## config.mk

```make
export PLATFORM = sky130hd
export DESIGN_NAME = y86_fetch_ctrl
export DESIGN_NICKNAME = d
export VERILOG_FILES = /design/src/rtl/y86_pkg.sv /design/src/rtl/y86_pc_predict.sv /design/src/rtl/y86_fetch_ctrl.sv
export SDC_FILE = /design/constraint.sdc
export NUM_CORES = 1
export LEC_CHECK = 0
export CORE_AREA = 2 2 202 204
export CTS_CLUSTER_DIAMETER = 150
export CTS_CLUSTER_SIZE = 20
export DETAILED_ROUTE_END_ITERATION = 6
export DIE_AREA = 0 0 204 206
export PLACE_DENSITY = 0.56
export SLEW_MARGIN = 20
export SYNTH_ARGS = -nofsm -noshare
export SYNTH_HDL_FRONTEND = slang
export SYNTH_SLANG_ARGS = --single-unit
```

## constraint.sdc

```tcl
create_clock -name clk_i -period 15.3 [get_ports clk_i]
set_input_delay 4.59 -clock clk_i [delete_from_list [all_inputs] [get_ports clk_i]]
set_output_delay 4.59 -clock clk_i [all_outputs]
set_load 0.02 [all_outputs]
```

## src/rtl/y86_pkg.sv

```systemverilog
// Shared Y86 definitions: instruction codes, status codes, fetch-control states, D-register payload.
package y86_pkg;

  localparam int unsigned PC_W    = 64;
  localparam int unsigned ICODE_W = 4;
  localparam int unsigned REG_W   = 4;
  localparam int unsigned STAT_BW = 3;
  localparam int unsigned CNT_W   = 32;

  // Instruction codes
  localparam logic [ICODE_W-1:0] I_NOP    = 4'h0;
  localparam logic [ICODE_W-1:0] I_HALT   = 4'h1;
  localparam logic [ICODE_W-1:0] I_RRMOVL = 4'h2;
  localparam logic [ICODE_W-1:0] I_IRMOVL = 4'h3;
  localparam logic [ICODE_W-1:0] I_RMMOVL = 4'h4;
  localparam logic [ICODE_W-1:0] I_MRMOVL = 4'h5;
  localparam logic [ICODE_W-1:0] I_OPL    = 4'h6;
  localparam logic [ICODE_W-1:0] I_JXX    = 4'h7;
  localparam logic [ICODE_W-1:0] I_CALL   = 4'h8;
  localparam logic [ICODE_W-1:0] I_RET    = 4'h9;
  localparam logic [ICODE_W-1:0] I_PUSHL  = 4'hA;
  localparam logic [ICODE_W-1:0] I_POPL   = 4'hB;

  // Register id meaning "no register"
  localparam logic [REG_W-1:0] R_NONE = 4'hF;

  // Status codes
  localparam logic [STAT_BW-1:0] STAT_AOK = 3'd1;
  localparam logic [STAT_BW-1:0] STAT_HLT = 3'd2;
  localparam logic [STAT_BW-1:0] STAT_ADR = 3'd3;
  localparam logic [STAT_BW-1:0] STAT_INS = 3'd4;

  // Fetch-control state encodings
  typedef enum logic [1:0] {
    FC_RUN      = 2'd0,
    FC_RET_WAIT = 2'd1,
    FC_HALTED   = 2'd2
  } fc_state_e;

  // F/D pipeline register payload
  typedef struct packed {
    logic [ICODE_W-1:0] icode;
    logic [3:0]         ifun;
    logic [REG_W-1:0]   ra;
    logic [REG_W-1:0]   rb;
    logic [PC_W-1:0]    valc;
    logic [PC_W-1:0]    valp;
    logic [STAT_BW-1:0] stat;
  } d_reg_t;

  localparam d_reg_t D_RESET = '{
    icode: I_NOP,
    ifun:  4'h0,
    ra:    R_NONE,
    rb:    R_NONE,
    valc:  '0,
    valp:  '0,
    stat:  STAT_AOK
  };

  // Fetch status: address error beats illegal instruction, which beats halt
  function automatic logic [STAT_BW-1:0] fetch_stat(input logic               imem_error,
                                                    input logic               instr_valid,
                                                    input logic [ICODE_W-1:0] icode);
    logic [STAT_BW-1:0] s;
    s = STAT_AOK;
    if (imem_error)          s = STAT_ADR;
    else if (!instr_valid)   s = STAT_INS;
    else if (icode == I_HALT) s = STAT_HLT;
    return s;
  endfunction

endpackage

```

## src/rtl/y86_pc_predict.sv

```systemverilog
// Next-PC prediction: branches and calls are predicted taken to valC, everything else falls through to valP.
module y86_pc_predict
  import y86_pkg::*;
(
  input  logic [ICODE_W-1:0] icode,
  input  logic [PC_W-1:0]    valc,
  input  logic [PC_W-1:0]    valp,
  output logic [PC_W-1:0]    pred_pc_c
);

  // Select the predicted PC
  always_comb begin
    pred_pc_c = valp;
    if (icode == I_JXX || icode == I_CALL) pred_pc_c = valc;
  end

endmodule

```

## src/rtl/y86_fetch_ctrl.sv

```systemverilog
// Y86 fetch-stage PC sequencer and F/D pipeline register with decode handshake,
// mispredict redirect, RET stall and HALT/fault freeze.
module y86_fetch_ctrl
  import y86_pkg::*;
#(
  parameter logic [63:0] RESET_PC = 64'h0,
  parameter int unsigned STAT_W   = 3
) (
  input  logic               clk_i,
  input  logic               rst_i,
  output logic [PC_W-1:0]    pc_o,
  input  logic [3:0]         f_icode_i,
  input  logic [3:0]         f_ifun_i,
  input  logic [3:0]         f_rA_i,
  input  logic [3:0]         f_rB_i,
  input  logic [PC_W-1:0]    f_valC_i,
  input  logic [PC_W-1:0]    f_valP_i,
  input  logic               f_instr_valid_i,
  input  logic               f_imem_error_i,
  input  logic               d_ready_i,
  output logic               d_valid_o,
  output logic [3:0]         d_icode_o,
  output logic [3:0]         d_ifun_o,
  output logic [3:0]         d_rA_o,
  output logic [3:0]         d_rB_o,
  output logic [PC_W-1:0]    d_valC_o,
  output logic [PC_W-1:0]    d_valP_o,
  output logic [STAT_W-1:0]  d_stat_o,
  input  logic               redirect_valid_i,
  input  logic [PC_W-1:0]    redirect_pc_i,
  input  logic               ret_done_i,
  input  logic [PC_W-1:0]    ret_pc_i,
  output logic [1:0]         state_o,
  output logic [CNT_W-1:0]   fetch_cnt_o
);

  fc_state_e          state_q;
  d_reg_t             d_q;
  logic [PC_W-1:0]    pc_q;
  logic               d_valid_q;
  logic [CNT_W-1:0]   cnt_q;

  logic               capture_c;
  logic               accept_c;
  logic [STAT_BW-1:0] f_stat_c;
  logic [PC_W-1:0]    pred_pc_c;

  y86_pc_predict u_pc_predict (
    .icode     (f_icode_i),
    .valc      (f_valC_i),
    .valp      (f_valP_i),
    .pred_pc_c (pred_pc_c)
  );

  // Capture qualification and fetch status of the instruction at pc_q
  always_comb begin
    accept_c  = 1'b0;
    capture_c = 1'b0;
    f_stat_c  = STAT_AOK;
    accept_c  = d_valid_q && d_ready_i;
    capture_c = (state_q == FC_RUN) && (!d_valid_q || d_ready_i) && !redirect_valid_i;
    f_stat_c  = fetch_stat(f_imem_error_i, f_instr_valid_i, f_icode_i);
  end

  // Sequencer FSM, PC, D register and capture counter
  always_ff @(posedge clk_i or posedge rst_i) begin
    if (rst_i) begin
      state_q   <= FC_RUN;
      pc_q      <= RESET_PC;
      d_q       <= D_RESET;
      d_valid_q <= 1'b0;
      cnt_q     <= '0;
    end else if (redirect_valid_i) begin
      // Mispredict: flush wrong-path D entry and resume at the corrected PC
      pc_q      <= redirect_pc_i;
      d_valid_q <= 1'b0;
      state_q   <= FC_RUN;
    end else begin
      unique case (state_q)
        FC_RUN: begin
          if (capture_c) begin
            d_valid_q <= 1'b1;
            d_q.icode <= f_icode_i;
            d_q.ifun  <= f_ifun_i;
            d_q.ra    <= f_rA_i;
            d_q.rb    <= f_rB_i;
            d_q.valc  <= f_valC_i;
            d_q.valp  <= f_valP_i;
            d_q.stat  <= f_stat_c;
            cnt_q     <= cnt_q + CNT_W'(1);
            if (f_stat_c != STAT_AOK) begin
              state_q <= FC_HALTED;
            end else if (f_icode_i == I_RET) begin
              state_q <= FC_RET_WAIT;
            end else begin
              pc_q    <= pred_pc_c;
            end
          end
        end
        FC_RET_WAIT: begin
          if (accept_c) d_valid_q <= 1'b0;
          if (ret_done_i) begin
            pc_q    <= ret_pc_i;
            state_q <= FC_RUN;
          end
        end
        FC_HALTED: begin
          if (accept_c) d_valid_q <= 1'b0;
        end
        default: begin
          state_q <= FC_RUN;
        end
      endcase
    end
  end

  assign pc_o        = pc_q;
  assign d_valid_o   = d_valid_q;
  assign d_icode_o   = d_q.icode;
  assign d_ifun_o    = d_q.ifun;
  assign d_rA_o      = d_q.ra;
  assign d_rB_o      = d_q.rb;
  assign d_valC_o    = d_q.valc;
  assign d_valP_o    = d_q.valp;
  assign d_stat_o    = STAT_W'(d_q.stat);
  assign state_o     = state_q;
  assign fetch_cnt_o = cnt_q;

endmodule
```

==> summary.md, run 1 <==
| Metric | Value |
|---|---|
| Status | `complete, no violations` |
| Pwr dens | `~120 nW/um2` |
| Post-DR wirelength/cell | `19.81 um` |
| HP Class | `reg2reg` |
| Hold Path Sink | `d_rB_o[0]$_DFFE_PP1P_` |
| DRC Markers | `0` |
| VDD IR max | `between 50 and 60 uV` |
| CTS tree | `built` |
| Clk_skew | `14.58 ps` |
| Initial Util | `0.2751` |
| GP Congestion | `0.8570` |
| Layout area overhead | `55.39%` |
| Detailed Route WL | `44070 um` |
| Die Y | `206 um` |
| DRT iter0 DRCs | `about 490` |
| GRT Util Overall | `0.2008` |
| Seq/Total Area, Yosys | `0.5579` |
| Final Critical Period | `roughly 7500 ps` |
| Core Area | `about 40000 um2` |
| Root Buffer | `clkbuf_16` |
| Yosys top cell by area | `dfrtp_1` |
| R2r worst-path depth | `8` |
| Setup TNS Final | `0 ps` |
| Routed Antenna Nets | `0` |
| DP Wirelength | `31290 um` |
| Cell variety after synth | `45` |
| Max frequency | `132.8 MHz` |
| Initial antenna violation count | `0` |
| Fin cells | `2225` |
| # nets final | `1966` |
| Worst slew pin tran | `1050 ps` |
| DR pass1 iterations | `4` |
| CP Capture Type | `register` |
| H-tree levels | `1` |
| Rows | `74` |
| Hold Crit Start | `d_rB_o[0]$_DFFE_PP1P_` |
| Startpoint types | `primary input` |
| Largest net degree at the start of global routing | `131` |
| YS warnings | `0` |
| Top fanout value on the critical path | `84` |
| Inserted Clock Buffers | `16` |
| CTS resizes | `0` |
| Flops & latches, synth | `246` |
| Synthesized net count | `1493` |
| Clk sink count | `246` |
| Main flop type after synthesis | `dfrtp_1` |
| Worst-path clk slew | `roughly 90 ps` |
| Max Cap Viol | `0` |
| Port Buf Inserts | `524` |
| Placed Cells | `2197` |
| Top cells by area, synth | `dfrtp_1 54%, nand2_1 19%, a311oi_1 5.0%` |
| Clk buf depth | `3` |
| Reg-to-Reg Start | `state_o[0]$_DFFE_PP0P_` |
| Leak | `7.860 nW` |
| Flop-to-flop setup slack | `~12000 ps` |
| Most frequent cell after synthesis | `nand2_1` |
| GRT overflow | `0` |
| WS Path Type | `in2reg` |
| Critical Path AT | `7920 ps` |
| Diodes inserted | `0` |
| Critical Path RT | `15690 ps` |
| Share of cells above drive strength 1 | `0.03308` |
| Hold path cells | `2` |
| Cell Area, Synth | `between 10000 and 15000 um2` |
| Syn Area/Cell | `roughly 9.1 um2` |
| Vias in the first global route | `10570` |
| Post-synth ARST share | `1.000` |
| Slew margin rel. | `0.3001` |
| First-pass GRT wire length | `approximately 65000 um` |
| Later-pin clock latency in the skew report | `500 ps` |
| Endpoints failing hold | `0` |
| Worst flop-to-flop path endpoint | `pc_o[62]$_DFFE_PP0P_` |
| Crit share post-route | `0.4921` |
| Post-synth EDFFs | `0` |
| Worst path cell trace | `clkdlybuf4s50_1, inv_2, buf_4, nand3_4, buf_4, nand2_1, nand2_1` |
| Critical path's largest stage delay | `900 ps` |
| Die ar. | `42020 um2` |
| Postcts setup bufs | `0` |
| Top cell type's share of synthesized area | `0.5365` |
| Final setup vio count | `0` |
| Cells after synthesis | `1210` |
| Synth top cells by count | `574 x nand2_1, 237 x dfrtp_1, 63 x a21o_1, 63 x a311oi_1, 63 x o22ai_1` |
| Die X-Extent | `204 um` |
| Final Slew Violations | `0` |
| Ports | `525` |
| Via density | `between 4 and 5` |
| Hold buffer count at cts | `0` |
| Routed vias | `10580` |
| CP max-delay cell | `nand3_4` |
| Unrepaired setup endpoints after global routing | `no` |
-- cells in the final DEF, fill, tap and decap left out, drive strengths merged, types with 5 or more instances in the layout --
cell type      count
nand2            575
clkdlybuf4s50    524
dfrtp            237
o22ai             63
a311oi            63
a21o              63
clkbuf            27
xnor2             22
nor2              14
nand3             12
buf               11
xor2               9
dfstp              9
nand4              8
and3               7
a21oi              5
inv                5
-- cell families (layout without fill, tap and decap cells) --
group,Yosys count,count (layout),share of synthesized area
and+or+nand+nor,638,638,0.2323
DFF,246,246,0.5579
AOI/OAI and AO/OA,203,203,0.1366
buffers and inverters,84,567,0.04007
xor gates and xnor gates,31,31,0.02456
adders and majority gates,4,4,0.004528
muxes,4,4,0.004074
-- through the flow --
stage / setup WS, ps / util / cell area, um2 / hold WS [ps] / total power, W
after global placement: 7238 / 0.4142 / 16640 / 445.8 / 0.001696
final: 7772 / 0.4275 / 17180 / 463.8 / 0.002138
after global routing: 7510 / 0.4275 / 17180 / 477.1 / 0.002254
after floorplan: 3967 / - / 11050 / 491.5 / 0.001247
after detailed placement: 7176 / 0.4156 / 16700 / 451.2 / 0.001706
after CTS: 7746 / 0.4275 / 17180 / 463.5 / 0.002171
-- state kept, by name, summed over array words and instances, names as in the netlist --
signal	flops
d_icode_o	4
d_ifun_o	4
d_rA_o	4
d_rB_o	4
d_stat_o	3
d_valC_o	64
d_valP_o	64
d_valid_o	1
fetch_cnt_o	32
pc_o	64
state_o	2
-- worst max-delay path: cells and delay by family --
| family | cells | cell delay, ps |
|---|---|---|
| buffers and inverters | 4 | 2010 |
| AND/OR/NAND/NOR | 3 | 1160 |
-- how the worst max path moves through the flow --
stage                                          end              from
after detailed placement  d_valP_o[37]$_DFFE_PP0P_  redirect_valid_i
final                     d_valC_o[24]$_DFFE_PP0P_  redirect_valid_i
after global routing      d_valC_o[39]$_DFFE_PP0P_  redirect_valid_i
after global placement    d_valC_o[30]$_DFFE_PP0P_  redirect_valid_i
after floorplan           d_icode_o[0]$_DFFE_PP0P_             rst_i
after CTS                 d_valP_o[47]$_DFFE_PP0P_  redirect_valid_i
-- routing by layer --
metal,share of wire,wire length [um],global-route usage,vias up
li1,-,-,-,4988
met1,0.40,17690,0.2461,5090
met2,0.49,21400,0.3438,428
met3,0.078,3433,0.05203,71
met4,0.035,1536,0.06729,0
met5,0,0,0,-
-- cell type report --
class | count | area [um2]
Timing Repair Buffer | 535 | 5368
Inverter | 4 | 22.52
Clock inverter | 1 | 16.27
Fill cell | 4011 | 23010
Tap cell | 532 | 665.6
Clock buffer | 27 | 462.9
Sequential cell | 246 | 6167
Multi-Input combinational cell | 880 | 4476
-- power breakdown --
part / internal [W] / switching, W
registers: 0.000788 / 0.0000827
logic: 0.000376 / 0.000439
clock network: 0.000211 / 0.000240
Note: power is estimated with default switching activity, not from simulation.
==> run 2, diff against run 1 <==
--- a/config.mk
+++ b/config.mk
@@ -5,12 +5,12 @@
 export SDC_FILE = /design/constraint.sdc
 export NUM_CORES = 1
 export LEC_CHECK = 0
-export CORE_AREA = 2 2 202 204
+export CORE_AREA = 2 2 205 207
 export CTS_CLUSTER_DIAMETER = 150
 export CTS_CLUSTER_SIZE = 20
 export DETAILED_ROUTE_END_ITERATION = 6
-export DIE_AREA = 0 0 204 206
-export PLACE_DENSITY = 0.56
+export DIE_AREA = 0 0 207 209
+export PLACE_DENSITY = 0.55
 export SLEW_MARGIN = 20
 export SYNTH_ARGS = -nofsm -noshare
 export SYNTH_HDL_FRONTEND = slang
==> constraint.sdc (replaced) <==
create_clock -name clk_i -period 7.79 [get_ports clk_i]
set_input_delay 2.337 -clock clk_i [delete_from_list [all_inputs] [get_ports clk_i]]
set_output_delay 2.337 -clock clk_i [all_outputs]
set_load 0.02 [all_outputs]
==> summary.md, run 2 (synthesis results as in run 1) <==
| Metric | Value |
|---|---|
| Routed Antenna Nets | `0` |
| Clk_skew | `17.19 ps` |
| Die ar. | `43260 um2` |
| Hold path cells | `2` |
| Detailed Route WL | `between 40000 and 50000 um` |
| Startpoint types | `primary input` |
| CP most frequent cell | `nand2_1` |
| DRT iter0 DRCs | `551` |
| Part of the power in combinational logic | `0.382` |
| Die X-Extent | `207 um` |
| Critical Path AT | `5470 ps` |
| Root Buffer | `clkbuf_16` |
| Final Slew Violations | `0` |
| CTS tree | `built` |
| Fin cells | `2234` |
| Max frequency | `just under 200 MHz` |
| Hold Crit Start | `d_rA_o[3]$_DFFE_PP1P_` |
| Critical Path RT | `between 8000 and 9000 ps` |
| Worst-path clk slew | `90 ps` |
| R2r worst-path depth | `8` |
| Crit share post-route | `0.6520` |
| FF+latch area | `6167 um2` |
| Die Y | `209 um` |
| GRT Util Overall | `0.1968` |
| Rows | `75` |
| Unrepaired setup endpoints after global routing | `no` |
| Leak | `7.848 nW` |
| # nets final | `1967` |
| Critical path's largest stage delay | `870 ps` |
| Initial Util | `0.2677` |
| CP Capture Type | `register` |
| First-pass GRT wire length | `66900 um` |
| GRT overflow | `0` |
| Clk buf depth | `3` |
| WS Path Type | `in2reg` |
| Routed vias | `10620` |
| NetSw | `~0.0015 W` |
| Commonest cells after routing, fill and taps aside | `573 x nand2_1, 524 x clkdlybuf4s50_1, 237 x dfrtp_1` |
| Commonest non-fill, non-tap cell in the layout | `nand2_1` |
| Worst flop-to-flop path endpoint | `pc_o[47]$_DFFE_PP0P_` |
| Hold WS | `approximately 460 ps` |
| HP Class | `reg2reg` |
| Setup TNS Final | `0 ps` |
| Post-DR wirelength/cell | `approximately 20 um` |
| Clock Power Share | `0.210` |
| DR pass1 iterations | `6` |
| Inserted Clock Buffers | `16` |
| Net Sw Frac | `0.3557` |
| Hold Path Sink | `d_rA_o[3]$_DFFE_PP1P_` |
| Final setup vio count | `0` |
| Layout area overhead | `55.28%` |
| Pwr dens | `approximately 240 nW/um2` |
| Top fanout value on the critical path | `between 60 and 70` |
| Placed Cells | `2205` |
| Worst slew pin tran | `1124 ps` |
| Status | `complete, no violations` |
| Reg-to-Reg Start | `state_o[1]$_DFFE_PP0P_` |
| Final Critical Period | `5079 ps` |
| DRC Markers | `0` |
| Final Util | `0.4157` |
| Worst path cell trace | `clkdlybuf4s50_1, inv_2, nand3_4, buf_4, nand2_1, nand2_1` |
| Overall Power | `0.004193 W` |
| Postcts setup bufs | `0` |
| Vias in the first global route | `approximately 11000` |
| Endpoints failing hold | `0` |
| Slew margin rel. | `0.2486` |
| DP Wirelength | `31380 um` |
| Port Buf Inserts | `524` |
| Via density | `4.755` |
| Share of cells above drive strength 1 | `0.03365` |
| Later-pin clock latency in the skew report | `500 ps` |
| Largest net degree at the start of global routing | `approximately 130` |
| Hold buffer count at cts | `0` |
| Fillers | `4145` |
| Internal power | `0.002702 W` |
| CTS resizes | `0` |
| VDD IR max | `107.9 uV` |
| Sequential Power Share | `0.408` |
| Core Area | `roughly 41000 um2` |
| CP max-delay cell | `nand3_4` |
| GP Congestion | `0.8496` |
| Max Cap Viol | `0` |
| H-tree levels | `1` |
| Clk sink count | `~250` |
| Area of the multi-input gates | `~4500 um2` |
| Ports | `525` |
| Flop-to-flop setup slack | `4670 ps` |
| Initial antenna violation count | `2` |
==> run 2: cell count changes in the layout (fill, tap and decap cells not counted) <==
cell        before  now
buf_16           2    0
buf_4            9   11
buf_12           0    1
clkinvlp_4       0    1
diode_2          0    1
inv_8            1    0
==> run 2: worst max path at each step <==
stage	depth (start not counted)	end	slack [ps]	startpoint
6_report	6	d_valC_o[35]$_DFFE_PP0P_	2710	redirect_valid_i
5_1_grt	6	d_valC_o[5]$_DFFE_PP0P_	2480	redirect_valid_i
4_1_cts	6	fetch_cnt_o[31]$_DFFE_PP0P_	2640	redirect_valid_i
3_5_place_dp	6	d_valC_o[23]$_DFFE_PP0P_	2120	redirect_valid_i
3_3_place_gp	6	d_valC_o[36]$_DFFE_PP0P_	2220	redirect_valid_i
2_1_floorplan	1	d_icode_o[0]$_DFFE_PP0P_	2230	rst_i
==> run 2: power groups by stage <==
| stage | sequential (W) | clock [W] | combinational (W) |
|---|---|---|---|
| after floorplan | 0.00205 | 0 | 0.000400 |
| after global placement | 0.00173 | 0 | 0.00161 |
| after detailed placement | 0.00173 | 0 | 0.00162 |
| after CTS | 0.00171 | 0.000922 | 0.00162 |
| after global routing | 0.00175 | 0.000962 | 0.00171 |
| final | 0.00171 | 0.000880 | 0.00160 |
==> run 2: layout make-up <==
class                           count  area share
Sequential cell                   246      0.3593
Timing Repair Buffer              536      0.3115
Multi-Input combinational cell    880      0.2607
Tap cell                          539     0.03929
Clock buffer                       27     0.02697
Inverter                            4    0.001093
Clock inverter                      1   0.0009476
Antenna cell                        1   0.0001458
==> run 2: metal layers <==
metal | part of all wire | GRT usage | routed length [um]
met3 | 0.068 | 0.04674 | 2993
met5 | 0.00029 | 0 | 13
met1 | 0.42 | 0.2455 | 18530
met2 | 0.49 | 0.3452 | 21780
met4 | 0.021 | 0.04360 | 912
==> run 2: through the flow <==
| stage | instance area [um2] | setup slack (ps) |
|---|---|---|
| finish | 17170 | 2711 |
| global route | 17170 | 2484 |
| CTS | 17160 | 2639 |
| detailed placement | 16680 | 2119 |
| global placement | 16680 | 2224 |
| floorplan | 11060 | 2229 |
==> run 2: critical path: cells and delay by family <==
kind	cells	cell delay, ps
buffers and inverters	3	1890
AND/OR/NAND/NOR	3	1100
==> run 3, diff against run 2 <==
--- a/config.mk
+++ b/config.mk
@@ -5,12 +5,12 @@
 export SDC_FILE = /design/constraint.sdc
 export NUM_CORES = 1
 export LEC_CHECK = 0
-export CORE_AREA = 2 2 205 207
+export CORE_AREA = 2 2 204 206
 export CTS_CLUSTER_DIAMETER = 150
 export CTS_CLUSTER_SIZE = 20
 export DETAILED_ROUTE_END_ITERATION = 6
-export DIE_AREA = 0 0 207 209
-export PLACE_DENSITY = 0.55
+export DIE_AREA = 0 0 206 208
+export PLACE_DENSITY = 0.57
 export SLEW_MARGIN = 20
 export SYNTH_ARGS = -nofsm -noshare
 export SYNTH_HDL_FRONTEND = slang
==> constraint.sdc (replaced) <==
create_clock -name clk_i -period 4.2 [get_ports clk_i]
set_input_delay 1.26 -clock clk_i [delete_from_list [all_inputs] [get_ports clk_i]]
set_output_delay 1.26 -clock clk_i [all_outputs]
set_load 0.02 [all_outputs]
==> summary.md, run 3 (synthesis results as in run 1) <==
| Metric | Value |
|---|---|
| Status | `complete, no violations` |
| Clock Power Share | `0.208` |
| GP Congestion | `0.8235` |
| Part of the power in combinational logic | `0.385` |
| Vias in the first global route | `11080` |
| Ports | `about 530` |
| DRT iter0 DRCs | `520` |
| GRT overflow | `0` |
| DRC Markers | `0` |
| Diodes inserted | `0` |
| Crit share post-route | `0.7268` |
| Commonest non-fill, non-tap cell in the layout | `nand2_1` |
| Unrepaired setup endpoints after global routing | `no` |
| Initial antenna violation count | `1` |
| Net Sw Frac | `0.3577` |
| # nets final | `1975` |
| DP Wirelength | `31710 um` |
| CP Capture Type | `register` |
| Rows | `74` |
| Final Slew Violations | `0` |
| Leak | `7.909 nW` |
| Area of the multi-input gates | `roughly 4500 um2` |
| Die ar. | `42850 um2` |
| Port Buf Inserts | `524` |
| Root Buffer | `clkbuf_16` |
| Later-pin clock latency in the skew report | `approximately 520 ps` |
| Hold WS | `464.4 ps` |
| Inserted Clock Buffers | `16` |
| Endpoints failing hold | `0` |
| Max frequency | `327.6 MHz` |
| Routed Antenna Nets | `0` |
| Sequential Power Share | `0.407` |
| Pwr dens | `roughly 450 nW/um2` |
| Final Critical Period | `3053 ps` |
| Hold buffer count at cts | `0` |
| Final setup vio count | `0` |
| CP max-delay cell | `clkdlybuf4s50_1` |
| Fillers | `roughly 4000` |
| Largest net degree at the start of global routing | `114` |
| Startpoint types | `primary input` |
| CTS resizes | `0` |
| VDD IR max | `206.3 uV` |
| Clk sink count | `about 250` |
| Top fanout value on the critical path | `25` |
| Via density | `4.751` |
| Worst Path Buf+Inv | `2` |
| Worst path cell trace | `clkdlybuf4s50_1, or4b_4, nand2_4, buf_4, nand2_1, a311oi_1, a21o_1` |
| Commonest cells after routing, fill and taps aside | `573 x nand2_1, 524 x clkdlybuf4s50_1, 237 x dfrtp_1` |
| NetSw | `0.002782 W` |
| Die Y | `between 200 and 250 um` |
| Postcts setup bufs | `0` |
| Kind of cell adding the most delay to the critical path | `simple AND/OR/NAND/NOR gates` |
| Clk_skew | `25.75 ps` |
| Share of cells above drive strength 1 | `0.03819` |
| Critical Path RT | `4670 ps` |
| CTS tree | `built` |
| WS Path Type | `in2reg` |
| Critical Path AT | `between 3000 and 4000 ps` |
| Post-DR wirelength/cell | `19.65 um` |
| Clk buf depth | `3` |
| Initial Util | `0.2726` |
| Worst-path clk slew | `approximately 90 ps` |
| Die X-Extent | `just over 200 um` |
| First-pass GRT wire length | `approximately 66000 um` |
| HP Class | `reg2reg` |
| Detailed Route WL | `43890 um` |
| Routed vias | `between 10000 and 15000` |
| H-tree levels | `1` |
| Internal power | `roughly 0.005 W` |
| Core Area | `roughly 41000 um2` |
| Slew margin rel. | `0.3534` |
| Max Cap Viol | `0` |
| FF+latch area | `6167 um2` |
| Worst slew pin tran | `969.9 ps` |
| DR pass1 iterations | `5` |
| Layout area overhead | `56.32%` |
| Critical path's largest stage delay | `570 ps` |
| GRT Util Overall | `0.1994` |
| Overall Power | `0.007780 W` |
## run 3: final timing paths
check                                        from                           to  slack (ps)  cells past startpoint
setup / recovery                     f_icode_i[3]         pc_o[37]$_DFFE_PP0P_        1150                      7
hold / removal              d_rA_o[2]$_DFFE_PP1P_        d_rA_o[2]$_DFFE_PP1P_         460                      2
setup reg to reg           state_o[1]$_DFFE_PP0P_  fetch_cnt_o[20]$_DFFE_PP0P_        1810                      7
hold reg to reg             d_rA_o[2]$_DFFE_PP1P_        d_rA_o[2]$_DFFE_PP1P_         460                      2
max in group asynchronous                   rst_i     d_valC_o[28]$_DFFE_PP0P_        2290                      3
min in group asynchronous                   rst_i      d_ifun_o[1]$_DFFE_PP0P_        1210                      3
## run 3: worst reg2reg max path, delay by kind of cell (launching register included)
kind | cells | cell delay (ps)
fa+ha+maj | 1 | 400
buf+inv | 1 | 90
xor+xnor | 1 | 170
flops | 1 | 420
simple gates | 4 | 1240
## run 3: area by class of cell
| cell class | instances | area share |
|---|---|---|
| Timing Repair Buffer | 544 | 0.3173 |
| Tap cell | 532 | 0.03852 |
| Clock buffer | 26 | 0.02534 |
| Inverter | 4 | 0.001086 |
| Multi-Input combinational cell | 880 | 0.2590 |
| Clock inverter | 2 | 0.001883 |
| Sequential cell | 246 | 0.3569 |
## run 3: layer usage
metal  share of wire  track usage
met1            0.41       0.2467
met2            0.49       0.3460
met3           0.074      0.04809
met4           0.024      0.05074
met5         0.00041            0
## run 3: power groups by stage
| stage | logic [W] | registers, W | clock network (W) |
|---|---|---|---|
| detailed placement | 0.00303 | 0.00320 | 0 |
| CTS | 0.00304 | 0.00317 | 0.00169 |
| finish | 0.00300 | 0.00317 | 0.00162 |
| global route | 0.00321 | 0.00323 | 0.00178 |
| global placement | 0.00302 | 0.00319 | 0 |
| floorplan | 0.000742 | 0.00380 | 0 |
## run 3: through the flow
stage / instances / cell area (um2) / util / setup TNS (ps) / setup WS [ps]
after floorplan: 1210 / 11060 / - / -67400 / -284.4
after global placement: 2206 / 16810 / 0.4145 / 0 / 641.1
after detailed placement: 2206 / 16810 / 0.4145 / 0 / 595.9
after CTS: 2234 / 17280 / 0.4261 / 0 / 1161
after global routing: 2234 / 17280 / 0.4261 / 0 / 1007
final: 2234 / 17280 / 0.4261 / 0 / 1147
